===== src/rtl/fm_sb_init_seq.sv =====
// Spy-memory init sequencer: freeze selected buffers, settle, zero-fill each via shared write port, pulse ptr reset.
// Latency: busy rises on the start edge; first write SETTLE_CYC cycles later; done in the last busy cycle.
// Backpressure: wr_ready low holds the current write (sel/addr stable) indefinitely; abort returns to IDLE next cycle.
module fm_sb_init_seq #(
    parameter  int SB_N       = 128,
    parameter  int MEM_DEPTH  = 1024,
    parameter  int SETTLE_CYC = 4,
    localparam int SEL_W      = $clog2(SB_N),
    localparam int ADDR_W     = $clog2(MEM_DEPTH)
) (
    input  logic              axi_clk,
    input  logic              axi_reset_n,
    input  logic              init_req,
    input  logic              abort,
    input  logic [SB_N-1:0]   sb_enable_mask,
    input  logic              wr_ready,
    output logic              wr_valid,
    output logic [SEL_W-1:0]  wr_sel,
    output logic [ADDR_W-1:0] wr_addr,
    output logic [SB_N-1:0]   force_freeze,
    output logic [SB_N-1:0]   sb_ptr_reset,
    output logic              busy,
    output logic              done
);

    localparam int                CNT_W     = $clog2(SETTLE_CYC) + 1;
    localparam logic [CNT_W-1:0]  CNT_LAST  = CNT_W'(SETTLE_CYC - 1);
    localparam logic [ADDR_W-1:0] ADDR_LAST = ADDR_W'(MEM_DEPTH - 1);

    typedef enum logic [2:0] {
        IDLE   = 3'd0,
        SETTLE = 3'd1,
        CLEAR  = 3'd2,
        PRST   = 3'd3,
        FINISH = 3'd4
    } state_t;

    // Lowest set bit of a mask; callers only use it when the mask is nonzero.
    function automatic logic [SEL_W-1:0] lowest_idx(input logic [SB_N-1:0] m);
        lowest_idx = '0;
        for (int i = SB_N - 1; i >= 0; i--) begin
            if (m[i]) lowest_idx = SEL_W'(i);
        end
    endfunction

    function automatic logic [SB_N-1:0] onehot(input logic [SEL_W-1:0] idx);
        onehot = {{(SB_N-1){1'b0}}, 1'b1} << idx;
    endfunction

    state_t             state_q, state_d;
    logic               req_q, req_d;
    logic [SB_N-1:0]    pend_q, pend_d;
    logic [SB_N-1:0]    orig_q, orig_d;
    logic [SEL_W-1:0]   sel_q, sel_d;
    logic [ADDR_W-1:0]  addr_q, addr_d;
    logic [CNT_W-1:0]   cnt_q, cnt_d;

    logic               wr_valid_q, wr_valid_d;
    logic [SEL_W-1:0]   wr_sel_q, wr_sel_d;
    logic [ADDR_W-1:0]  wr_addr_q, wr_addr_d;
    logic [SB_N-1:0]    force_freeze_q, force_freeze_d;
    logic [SB_N-1:0]    sb_ptr_reset_q, sb_ptr_reset_d;
    logic               busy_q, busy_d;
    logic               done_q, done_d;

    logic               start;
    logic [SB_N-1:0]    pend_left;

    // req_q resets high so a level already asserted at reset release is not seen as an edge.
    assign start     = init_req & ~req_q;
    assign pend_left = pend_q & ~onehot(sel_q);

    // Next-state, datapath and registered-output decode.
    always_comb begin
        state_d = state_q;
        req_d   = init_req;
        pend_d  = pend_q;
        orig_d  = orig_q;
        sel_d   = sel_q;
        addr_d  = addr_q;
        cnt_d   = cnt_q;

        case (state_q)
            IDLE: begin
                if (start) begin
                    pend_d  = sb_enable_mask;
                    orig_d  = sb_enable_mask;
                    cnt_d   = '0;
                    state_d = (|sb_enable_mask) ? SETTLE : FINISH;
                end
            end
            SETTLE: begin
                cnt_d = cnt_q + 1'b1;
                if (cnt_q == CNT_LAST) begin
                    sel_d   = lowest_idx(pend_q);
                    addr_d  = '0;
                    state_d = CLEAR;
                end
            end
            CLEAR: begin
                if (wr_valid_q && wr_ready) begin
                    if (addr_q == ADDR_LAST) state_d = PRST;
                    else                     addr_d  = addr_q + 1'b1;
                end
            end
            PRST: begin
                pend_d = pend_left;
                if (|pend_left) begin
                    sel_d   = lowest_idx(pend_left);
                    addr_d  = '0;
                    state_d = CLEAR;
                end else begin
                    state_d = FINISH;
                end
            end
            FINISH: begin
                pend_d  = '0;
                state_d = IDLE;
            end
            default: state_d = IDLE;
        endcase

        // Abort wins over anything decided above, including a same-cycle accept.
        if (abort && (state_q != IDLE)) begin
            state_d = IDLE;
            pend_d  = '0;
        end

        busy_d         = (state_d != IDLE);
        done_d         = (state_d == FINISH);
        wr_valid_d     = (state_d == CLEAR);
        wr_sel_d       = (state_d == CLEAR) ? sel_d  : '0;
        wr_addr_d      = (state_d == CLEAR) ? addr_d : '0;
        force_freeze_d = busy_d ? orig_d : '0;
        sb_ptr_reset_d = (state_d == PRST) ? onehot(sel_d) : '0;
    end

    // Single state/output register bank; async reset clears all outputs immediately.
    always_ff @(posedge axi_clk or negedge axi_reset_n) begin
        if (!axi_reset_n) begin
            state_q        <= IDLE;
            req_q          <= 1'b1;
            pend_q         <= '0;
            orig_q         <= '0;
            sel_q          <= '0;
            addr_q         <= '0;
            cnt_q          <= '0;
            wr_valid_q     <= 1'b0;
            wr_sel_q       <= '0;
            wr_addr_q      <= '0;
            force_freeze_q <= '0;
            sb_ptr_reset_q <= '0;
            busy_q         <= 1'b0;
            done_q         <= 1'b0;
        end else begin
            state_q        <= state_d;
            req_q          <= req_d;
            pend_q         <= pend_d;
            orig_q         <= orig_d;
            sel_q          <= sel_d;
            addr_q         <= addr_d;
            cnt_q          <= cnt_d;
            wr_valid_q     <= wr_valid_d;
            wr_sel_q       <= wr_sel_d;
            wr_addr_q      <= wr_addr_d;
            force_freeze_q <= force_freeze_d;
            sb_ptr_reset_q <= sb_ptr_reset_d;
            busy_q         <= busy_d;
            done_q         <= done_d;
        end
    end

    assign wr_valid     = wr_valid_q;
    assign wr_sel       = wr_sel_q;
    assign wr_addr      = wr_addr_q;
    assign force_freeze = force_freeze_q;
    assign sb_ptr_reset = sb_ptr_reset_q;
    assign busy         = busy_q;
    assign done         = done_q;

endmodule


===== config.mk =====
export PLATFORM = sky130hd
export DESIGN_NAME = fm_sb_init_seq
export DESIGN_NICKNAME = d
export VERILOG_FILES = /design/src/rtl/fm_sb_init_seq.sv
export SDC_FILE = /design/constraint.sdc
export NUM_CORES = 1
export LEC_CHECK = 0
export ABC_AREA = 1
export CAP_MARGIN = 20
export CORE_AREA = 2 2 233 235
export DETAILED_ROUTE_END_ITERATION = 8
export DIE_AREA = 0 0 235 237
export GPL_ROUTABILITY_DRIVEN = 0
export PLACE_DENSITY = 0.8
export SLEW_MARGIN = 20
export SYNTH_ARGS = -nofsm -noshare
export SYNTH_HDL_FRONTEND = slang
export SYNTH_SLANG_ARGS = --single-unit

===== constraint.sdc =====
create_clock -name axi_clk -period 8.1 [get_ports axi_clk]
set_input_delay 0.81 -clock axi_clk [delete_from_list [all_inputs] [get_ports axi_clk]]
set_output_delay 0.81 -clock axi_clk [all_outputs]
set_load 0.01 [all_outputs]

After elaboration in Yosys (flattened, before gate mapping)
Index checks and enable logic that the tools add are counted.
{"block": "totals", "reg_bits": 556, "inputBits": 133, "out_inout_bits": 276, "wordCells": 327}
{"block": "classes", "add_sub_neg": 2, "eq_ne": 11, "shift": 2, "muxes": 283, "bitwise": 4, "n_reduce_logical": 11}
{"operator": "two-way mux 7 bit", "count": 259}
{"operator": "two-way mux 128 bit", "count": 6}
{"operator": "case mux 128 bit (3 select lines)", "count": 1}
{"operator": "OR reduction 128 bit", "count": 2}
{"operator": "left shift 1 x 7 -> 128 bit (first input constant)", "count": 2}
{"operator": "AND 128 bit", "count": 1}
{"operator": "NOT 128 bit", "count": 1}
{"operator": "two-way mux 10 bit", "count": 5}
{"operator": "case mux 10 bit (3 select lines)", "count": 1}
{"operator": "two-way mux 3 bit", "count": 8}
{"operator": "== test 3 x 2 -> 1 bit (second input constant)", "count": 5}
{"operator": "case mux 7 bit (2 select lines)", "count": 1}
{"operator": "case mux 3 bit (4 select lines)", "count": 1}
{"operator": "adder 10 x 1 -> 10 bit (second input constant)", "count": 1}
{"operator": "== test 10 bit (second input constant)", "count": 1}
{"operator": "== test 3 bit (second input constant)", "count": 2}
{"operator": "case mux 3 bit (2 select lines)", "count": 1}
{"operator": "nonzero test 3 bit", "count": 2}
{"operator": "AND reduction 2 bit", "count": 2}
{"operator": "nonzero test 4 bit", "count": 1}
{"operator": "adder 3 x 1 -> 3 bit (second input constant)", "count": 1}
{"operator": "== test 3 x 1 -> 1 bit (second input constant)", "count": 1}
{"operator": "logical NOT 3 bit", "count": 1}
{"operator": "!= test 3 bit (second input constant)", "count": 1}
{"operator": "other kinds (5)", "count": 6}

Depth between registers and ports, before layout
Gate-level depths: netlist (run 1).
{"block": "depth", "depth_word": 135, "ltp_mapped": 139}

Worst setup path after synthesis (run 1)
Ideal clock, no wire load.
{"block": "synth_path", "path_type": "reg-to-reg", "from": "reg sel_q[1]", "to": "reg sb_ptr_reset_q[66], in the netlist sb_ptr_reset[66]", "setup_ns": 0.074, "t_arrival_ns": 7.893, "required_time_ns": 8.026, "setup_slack_ns": 0.133, "path_stages_with_launch": 138, "n_path_buf": 0, "period_less_slack_ns": 7.967, "path_cell_list": "dfrtp_1 -> inv_2 -> nand3_1 -> nor2_2 -> nand3_1 -> o21ai_2 -> nand2_1 -> nand2_1 -> nand2_1 -> nand2_1 -> nand2_1 -> nand2_1 -> nand2_1 -> nand2_1 -> nand2_1 -> nand2_1 -> nand2_1 -> nand2_1 -> [102 not listed] -> nand2_1 -> nand2_1 -> nand2_1 -> nand2_1 -> nand2_1 -> nand2_1 -> nand2_1 -> nand2_1 -> nand2_1 -> nand2_1 -> nand2_1 -> nand2_1 -> nand2_2 -> nand2_4 -> nand3_2 -> nor2_4 -> nand3_1 -> nor2_1"}
{"block": "synth_between", "elab_chain_cells": 135, "elab_cells_between_ends": 141}
{"item": "start: declaration", "line": "54", "rtl": "logic [SEL_W-1:0] sel_q, sel_d;"}
{"item": "start signal: assignment", "line": "160", "rtl": "sel_q <= sel_d;"}
{"item": "left shift 1 x 7 -> 128 bit", "line": "47", "rtl": "onehot = {{(SB_N-1){1'b0}}, 1'b1} << idx;"}
{"item": "NOT 128 bit", "line": "71", "rtl": "assign pend_left = pend_q & ~onehot(sel_q);"}
{"item": "AND 128 bit", "line": "71"}
{"item": "two-way mux 7 bit (128 in series)", "line": "42", "rtl": "if (m[i]) lowest_idx = SEL_W'(i);"}
{"item": "two-way mux 7 bit", "line": "108", "rtl": "if (|pend_left) begin"}
{"item": "case mux 7 bit (2 select lines)", "line": "83", "rtl": "case (state_q)"}
{"item": "left shift 1 x 7 -> 128 bit", "line": "47"}
{"item": "two-way mux 128 bit (*)", "line": "135", "rtl": "sb_ptr_reset_d = (state_d == PRST) ? onehot(sel_d) : '0;"}
{"item": "net sb_ptr_reset_d[66]", "line": "62", "rtl": "logic [SB_N-1:0] sb_ptr_reset_q, sb_ptr_reset_d;"}
{"item": "end signal: assignment", "line": "167", "rtl": "sb_ptr_reset_q <= sb_ptr_reset_d;"}
{"item": "end: declaration", "line": "62"}
The timed path passes the listed nets; every way through them passes the cells marked *.
A chain may end at the register's enable or synchronous reset.

Final worst setup path (run 1)
{"block": "layout_path", "from": "reg sel_q[1]", "to": "reg sb_ptr_reset_q[49], in the netlist sb_ptr_reset[49]"}
The elaborated chain is that of the path after synthesis.

==> insert_results.sql, run 1 <==
INSERT INTO impl_metrics (metric_group, metric, value, unit) VALUES
('clock_tree', 'clk_path_buf_depth', '3', ''),
('clock_tree', 'cts.clk_slew.worst_paths', '0.06', 'ns'),
('grt', 'global_route_wire_length_before_repair', '128000', 'microns'),
('yosys', 'synthesized_instance_count', '3257', ''),
('setup_path', 'critPathSlowestCell', 'dfrtp_2', ''),
('setup_path', 'worstReg2RegEnd', 'sb_ptr_reset[49]', ''),
('yosys', 'distinct_cell_type_count_after_synthesis', '47', ''),
('setup_path', 'crit_path_max_incr_delay', '0.47', 'ns'),
('die', 'row_count', '85', ''),
('route', 'met2WireLength', '38100', 'microns'),
('power', 'net-switching-power', '5.48', 'mW'),
('yosys', 'synth_common_cells', 'nand2_1 (749), dfrtp_1 (555), inv_1 (453)', ''),
('run_status', 'violations_in_the_final_reports', 'setup timing', ''),
('flow_run', 'max_cap_violations', '0', ''),
('setup_path', 'critical_path_peak_fanout', '5', ''),
('route', 'route.met3.wl', '6300', 'microns'),
('sta', 'max_slew_margin', '18.4', '%'),
('die', 'die_height', '237', 'microns'),
('sta', 'finalSetupViolCount', '130', ''),
('final_layout', 'final_core_util', '63.5', '%'),
('clock_tree', 'htreeDepth', '2', ''),
('sta', 'unrepaired_setup_endpoints_after_global_routing', 'yes', ''),
('grt', 'vias_in_the_first_global_route', '23292', ''),
('yosys', 'mappedNetlistNets', '3393', ''),
('sta', 'worstMarginPinSlew', '1.22', 'ns'),
('die', 'floorplan.initialDensity', '48.6', '%'),
('setup_path', 'criticalPathCategory', 'flip-flop to flip-flop', ''),
('yosys', 'synth.avg_cell_area', '7.96', 'sq um'),
('die', 'die_outline_area', '55700', 'sq um'),
('setup_path', 'reg2reg_setup_slack', '-1.54', 'ns'),
('yosys', 'yosys.cell_count.top_type', 'nand2_1', ''),
('yosys', 'synth_top_area_share', '53.6', '%'),
('route', 'vias_post_dr', '24444', ''),
('route', 'avgViaCountPerCell', '5.48', ''),
('route', 'highest_layer', 'met4', ''),
('die', 'ioPinCount', '409', ''),
('final_layout', 'layout_overhead_on_the_synthesized_area', '30.6', '%'),
('run_status', 'outcome', 'complete, but fails checks', ''),
('power', 'seq_power_share', '31.7', '%'),
('yosys', 'postSynthRegisterBits', '556', ''),
('yosys', 'ys_warn_count', '0', ''),
('final_layout', 'post-route-cell-area', '33900', 'sq um'),
('power', 'cellLeakagePower', '16.5', 'nW'),
('setup_path', 'crit_required', '8.65', 'ns'),
('placed_design', 'dpl-instance-area', '31300', 'sq um'),
('setup_path', 'crit_arrival', '10.19', 'ns'),
('power', 'peakVddDrop', '0.000406', 'V'),
('die', 'fp.coreArea', '53300', 'sq um'),
('grt', 'largest_net_degree_at_the_start_of_global_routing', '257', ''),
('final_layout', 'layout_net_count', '3852', ''),
('setup_path', 'worst-r2r-cell-count', '136', ''),
('final_layout', 'n_antenna_cell', '0', ''),
('sta', 'setup_tns_final', '-176.85', 'ns'),
('yosys', 'synth_enable_flop_cells', '0', ''),
('sta', 'post-route-period-util', '119', '%'),
('setup_path', 'critPathCaptureType', 'flip-flop', ''),
('setup_path', 'worstSetupStartpoint', 'sel_q[1]', ''),
('sta', 'finalWorstSetupSlack', '-1.54', 'ns'),
('grt', 'overflow', '0', ''),
('power', 'proportion_of_power_drawn_by_the_clock_network', '22.6', '%'),
('grt', 'grt_antenna_before_repair', '0', ''),
('route', 'initialDrtViolationCount', '2600', ''),
('sta', 'slew_viol_final', '0', ''),
('route', 'drc_errors', '0', ''),
('worst_hold_path', 'min_path_type', 'input pin to async pin', ''),
('yosys', 'synth-async-reset-ratio', '100', '%'),
('route', 'avgRoutedWirePerCell', '18.5', 'microns'),
('sta', 'period_minus_slack', '9.64', 'ns'),
('clock_tree', 'cts-root-buf', 'clkbuf_16', ''),
('power', 'sw_frac_of_total', '42.8', '%'),
('power', 'internal_power', '7.33', 'mW');
power groups by stage:
| stage | clock network (mW) | registers (mW) | logic, mW |
|---|---|---|---|
| finish | 2.90 | 4.06 | 5.85 |
| global placement | 0 | 4.05 | 5.43 |
| detailed placement | 0 | 4.06 | 5.55 |
| global route | 3.05 | 4.14 | 6.51 |
| floorplan | 0 | 4.04 | 3.61 |
| CTS | 2.93 | 4.04 | 5.63 |
per-stage QoR:
step                instances  hold WS, ns
floorplan                3257        0.453
global placement         4331        0.473
detailed placement       4331        0.476
CTS                      4450        0.280
global route             4459        0.299
finish                   4459        0.210
layout make-up:
class                           count  area [sq um]
Clock buffer                       77          1600
Sequential cell                   556         13900
Tap cell                          696           871
Clock inverter                     30           463
Fill cell                        4375         19400
Timing Repair Buffer              564          5320
Multi-Input combinational cell   2077          9940
Inverter                          459          1730
cells in the final DEF (no fill, tap or decap), drive strengths merged, types with 13 or more instances in the layout:
| cell type | instances |
|---|---|
| clkdlybuf4s50 | 407 |
| o22ai | 129 |
| nand3 | 263 |
| a21oi | 13 |
| nand2 | 751 |
| o21ai | 413 |
| nand4 | 41 |
| clkinv | 14 |
| inv | 458 |
| dfrtp | 555 |
| clkbuf | 77 |
| nor2 | 400 |
| buf | 157 |
registers in the layout (all words and copies together) (netlist names):
| register | count |
|---|---|
| cnt_q | 3 |
| sel_q | 7 |
| force_freeze | 128 |
| wr_valid | 1 |
| orig_q | 128 |
| sb_ptr_reset | 128 |
| pend_q | 128 |
| req_q | 1 |
| wr_addr | 10 |
| addr_q | 10 |
| wr_sel | 7 |
| busy | 1 |
| done | 1 |
| state_q | 3 |
what timing repair did:
action | in CTS | in global routing
hold buffers | 0 | 0
gates resized for setup | 21 | 44
hold endpoints to repair | 0 | 0
cloned | 0 | 0
setup buffers | 12 | 9
endpoints found under the setup margin | 130 | 131
pin swaps | 15 | 28
worst max-delay path: cells and delay by family, from the launching register on:
kind                   cells  cell delay, ns
AOI/OAI and AO/OA          1            0.18
buffers and inverters      1            0.23
DFF                        1            0.47
and+or+nand+nor          134            8.66
layer usage:
metal,vias up,GRT usage (%)
li1,11366,-
met1,11683,39.6
met2,1167,45.0
met3,228,4.46
met4,0,12.8
met5,-,0
worst max-delay path by stage:
stage / depth (start not counted) / slack [ns] / end
5_1_grt: 136 / -2.88 / sb_ptr_reset[65]
4_1_cts: 138 / -1.15 / sb_ptr_reset[108]
6_report: 136 / -1.54 / sb_ptr_reset[49]
3_3_place_gp: 129 / -1.15 / sb_ptr_reset[116]
3_5_place_dp: 129 / -1.18 / sb_ptr_reset[36]
2_1_floorplan: 137 / 0.13 / sb_ptr_reset[66]
kinds of logic after synthesis:
kind of cell / count (synthesis) / share of synthesized area (%)
buffers and inverters: 624 / 9.18
and+or+nand+nor: 1479 / 24.5
xor gates and xnor gates: 1 / 0.0338
adders and majority gates: 3 / 0.145
AOI/OAI and AO/OA: 594 / 12.5
DFF: 556 / 53.7
Note: power is estimated with default switching activity, not from simulation.
==> run 2: changes to the inputs <==
ABC_AREA = not set   (was 1)
CORE_AREA = 2 2 231 233   (was 2 2 233 235)
DIE_AREA = 0 0 233 235   (was 0 0 235 237)
==> run 2 against run 1 <==
The run now ends clean. Core utilization decreased by 2.2 points. Cell area decreased by 5.4%. Critical path depth decreased by 126. Register-to-register slack improved by 3.5 ns. Sequential power increased by 7.9%. Via count decreased by 8.1%. Cell count decreased by 19%. Synthesized cell count decreased by 22%. Global-route usage increased by 0.30 points. Die area decreased by 1.7%. Flip-flop and latch count unchanged. Clock-buffer cell count decreased by 5. Critical endpoint is now force_freeze[120].
==> insert_results.sql, run 2 <==
INSERT INTO impl_metrics (metric_group, metric, value, unit) VALUES
('sta', 'finalSetupViolCount', '0', ''),
('route', 'avgViaCountPerCell', '6.22', ''),
('yosys', 'synth_common_cells', 'dfrtp_1 (555), o21ai_0 (278), nor2_1 (228)', ''),
('yosys', 'ys_seq_area_share', '54.8', '%'),
('yosys', 'synth_enable_flop_cells', '0', ''),
('clock_tree', 'cts-root-buf', 'clkbuf_16', ''),
('sta', 'max_slew_margin', '11.6', '%'),
('setup_path', 'critPathSlowestCell', 'nor4_1', ''),
('die', 'row_count', '84', ''),
('die', 'ioPinCount', '409', ''),
('clock_tree', 'tritoncts_clock_tree', 'done', ''),
('setup_path', 'timing.critical_path.cells', 'nand4bb_1, o21ai_0, nand4_1, nor4_1, nand4_2, or3_1, a41o_1, inv_2, buf_4, and2_1', ''),
('sta', 'unrepaired_setup_endpoints_after_global_routing', 'no', ''),
('grt', 'grt_antenna_before_repair', '2', ''),
('setup_path', 'worstReg2RegEnd', 'force_freeze[120]', ''),
('yosys', 'distinct_cell_type_count_after_synthesis', '80', ''),
('setup_path', 'worstPathBufferInverterCount', '2', ''),
('final_layout', 'num-fill-cells', '4268', ''),
('sta', 'post-route-period-util', '75.3', '%'),
('die', 'fp.coreArea', '52200', 'sq um'),
('sta', 'worstMarginPinSlew', '1.29', 'ns'),
('yosys', 'synth.avg_cell_area', '10.0', 'sq um'),
('final_layout', 'layout_common_cells', 'dfrtp_1 (555), clkdlybuf4s50_1 (407), o21ai_0 (278)', ''),
('sta', 'slew_viol_final', '0', ''),
('placed_design', 'buffer_ports.inserted', '408', ''),
('route', 'wl', '80400', 'microns'),
('route', 'avgRoutedWirePerCell', '22.3', 'microns'),
('clock_tree', 'cts.clk_slew.worst_paths', '0.06', 'ns'),
('power', 'power_frac_comb', '38.6', '%'),
('setup_path', 'crit_path_max_incr_delay', '0.81', 'ns'),
('setup_path', 'crit_required', '8.64', 'ns'),
('grt', 'largest_net_degree_at_the_start_of_global_routing', '169', ''),
('power', 'sw_frac_of_total', '39.4', '%'),
('clock_tree', 'post_cts_resize_count', '0', ''),
('clock_tree', 'post_cts_hold_buffer_count', '0', ''),
('final_layout', 'seqCellArea', '13900', 'sq um'),
('setup_path', 'criticalPathCategory', 'flip-flop to flip-flop', ''),
('placed_design', 'dpl.hpwl', '57400', 'microns'),
('grt', 'overflow', '0', ''),
('route', 'dr.pass1.iters', '7', ''),
('final_layout', 'multiInputGateArea', '10800', 'sq um'),
('power', 'internal_power', '7.08', 'mW'),
('power', 'seq_power_share', '37.4', '%'),
('clock_tree', 'numClockSinks', '556', ''),
('clock_tree', 'cts_setup_buffers', '0', ''),
('route', 'initialDrtViolationCount', '2825', ''),
('power', 'net-switching-power', '4.61', 'mW'),
('sta', 'timing.final.hold_violations', '0', ''),
('run_status', 'outcome', 'finished clean', ''),
('worst_hold_path', 'min_path_type', 'input pin to async pin', ''),
('route', 'vias_post_dr', '22464', ''),
('sta', 'maxClockFrequency', '0.164', 'GHz'),
('yosys', 'synth_top_area_share', '54.7', '%'),
('grt', 'grt_util_all_layers', '29.0', '%'),
('grt', 'vias_in_the_first_global_route', '21889', ''),
('die', 'floorplan.initialDensity', '48.6', '%'),
('die', 'die_outline_area', '54800', 'sq um'),
('final_layout', 'post-route-cell-area', '32000', 'sq um'),
('yosys', 'synthesis.area', '25400', 'sq um'),
('setup_path', 'worst-r2r-cell-count', '10', ''),
('yosys', 'postSynthRegisterBits', '556', ''),
('final_layout', 'layout_net_count', '3011', ''),
('sta', 'finClkSkew', '0.0278', 'ns'),
('yosys', 'synth.largest_area_cell', 'dfrtp_1', ''),
('setup_path', 'kind_of_start_point_of_the_critical_path', 'flip-flop', ''),
('setup_path', 'critPathCaptureType', 'flip-flop', ''),
('grt', 'global_route_wire_length_before_repair', '125000', 'microns'),
('placed_design', 'dpl-instance-area', '29900', 'sq um'),
('yosys', 'synth-main-ff-cell', 'dfrtp_1', ''),
('power', 'proportion_of_power_drawn_by_the_clock_network', '24.0', '%'),
('setup_path', 'crit_arrival', '6.64', 'ns'),
('clock_tree', 'cts-buffers-inserted', '57', ''),
('clock_tree', 'htreeDepth', '2', ''),
('final_layout', 'layout_overhead_on_the_synthesized_area', '26.1', '%'),
('die', 'dieWidth', '233', 'microns'),
('setup_path', 'rr_startpoint', 'sel_q[2]', ''),
('final_layout', 'final_common_cell', 'dfrtp_1', ''),
('die', 'die_height', '235', 'microns'),
('route', 'drc_errors', '0', ''),
('yosys', 'yosys-top-cells-area', 'dfrtp_1 (55%), mux2_2 (5.7%), o21ai_0 (5.5%)', ''),
('sta', 'setup_tns_final', '0', 'ns'),
('yosys', 'synthesized_instance_count', '2531', ''),
('clock_tree', 'clk_path_buf_depth', '3', ''),
('sta', 'period_minus_slack', '6.10', 'ns'),
('clock_tree', 'clock_latency', '0.63', 'ns'),
('flow_run', 'max_cap_violations', '0', ''),
('power', 'cellLeakagePower', '13.3', 'nW'),
('final_layout', 'final_core_util', '61.3', '%'),
('setup_path', 'cpLargestDelayFamily', 'simple AND/OR/NAND/NOR gates', ''),
('yosys', 'ys_warn_count', '0', ''),
('final_layout', 'layout-drive-gt1-share', '9.92', '%'),
('setup_path', 'critical_path_peak_fanout', '65', ''),
('setup_path', 'reg2reg_setup_slack', '2.00', 'ns'),
('power', 'peakVddDrop', '0.000249', 'V'),
('yosys', 'synth-async-reset-ratio', '100', '%'),
('yosys', 'yosys.cell_count.top_type', 'dfrtp_1', ''),
('power', 'power_per_cell_area', '365', 'nW/um^2'),
('yosys', 'mappedNetlistNets', '2667', ''),
('route', 'route.antenna.remaining_nets', '0', '');
## run 2: cell types whose count changed after synthesis, moves of 36 or more
cell and delta:
nand2_1 -536, inv_1 -417, nand3_1 -187, nor2_1 -151, and2_1 +130, o21ai_0 -130
mux2_2 +129, o22ai_1 -126, a21oi_1 +117, nor3_1 +80, nor4_1 +71, o21a_1 +64
a22oi_1 +60, nand3_2 -36
## run 2: power groups by stage
stage | clock, mW | combinational [mW] | sequential (mW)
CTS | 2.84 | 4.42 | 4.34
finish | 2.80 | 4.51 | 4.38
floorplan | 0 | 2.93 | 4.23
global placement | 0 | 4.25 | 4.33
detailed placement | 0 | 4.40 | 4.38
global route | 2.96 | 4.93 | 4.46
## run 2: cells by family (layout without fill, tap and decap cells)
family,Yosys count,count (layout),share of synthesized area (%)
and+or+nand+nor,971,971,19.8
AOI/OAI and AO/OA,693,693,16.6
DFF,556,556,54.8
buffers and inverters,178,569,2.83
muxes,130,130,5.76
adders and majority gates,3,3,0.148
other,0,1,0
## run 2: how the worst max path moves through the flow
stage                  start                end  slack [ns]  cells past startpoint
finish              sel_q[2]  force_freeze[120]        2.00                     10
global route        sel_q[2]  force_freeze[110]        1.69                     10
CTS                 sel_q[2]  force_freeze[120]        2.25                     10
detailed placement  sel_q[2]  force_freeze[126]        2.30                     10
global placement    sel_q[2]  force_freeze[123]        2.61                     10
floorplan           sel_q[2]   sb_ptr_reset[16]        4.16                     13
## run 2: layer usage
layer  global-route usage [%]  share of wire, %
met1                     37.4                38
met2                     47.5                48
met3                     6.98                10
met4                     10.7               4.2
met5                        0             0.021
## run 2: final cells by class
cell class                      instances  share of cell area [%]
Antenna cell                            1                 0.00781
Clock buffer                           72                    5.04
Clock inverter                         34                    1.29
Inverter                               39                   0.457
Multi-Input combinational cell       1797                    33.8
Sequential cell                       556                    43.5
Tap cell                              688                    2.69
Timing Repair Buffer                  424                    13.3
## run 2: through the flow
| stage | hold slack, ns | std cells | worst slack [ns] | power (mW) |
|---|---|---|---|---|
| floorplan | 0.463 | 2531 | 4.16 | 7.15 |
| global placement | 0.471 | 3503 | 2.61 | 8.59 |
| detailed placement | 0.477 | 3503 | 2.30 | 8.78 |
| CTS | 0.136 | 3609 | 2.25 | 11.6 |
| global route | 0.162 | 3611 | 1.69 | 12.3 |
| finish | 0.143 | 3611 | 2.00 | 11.7 |
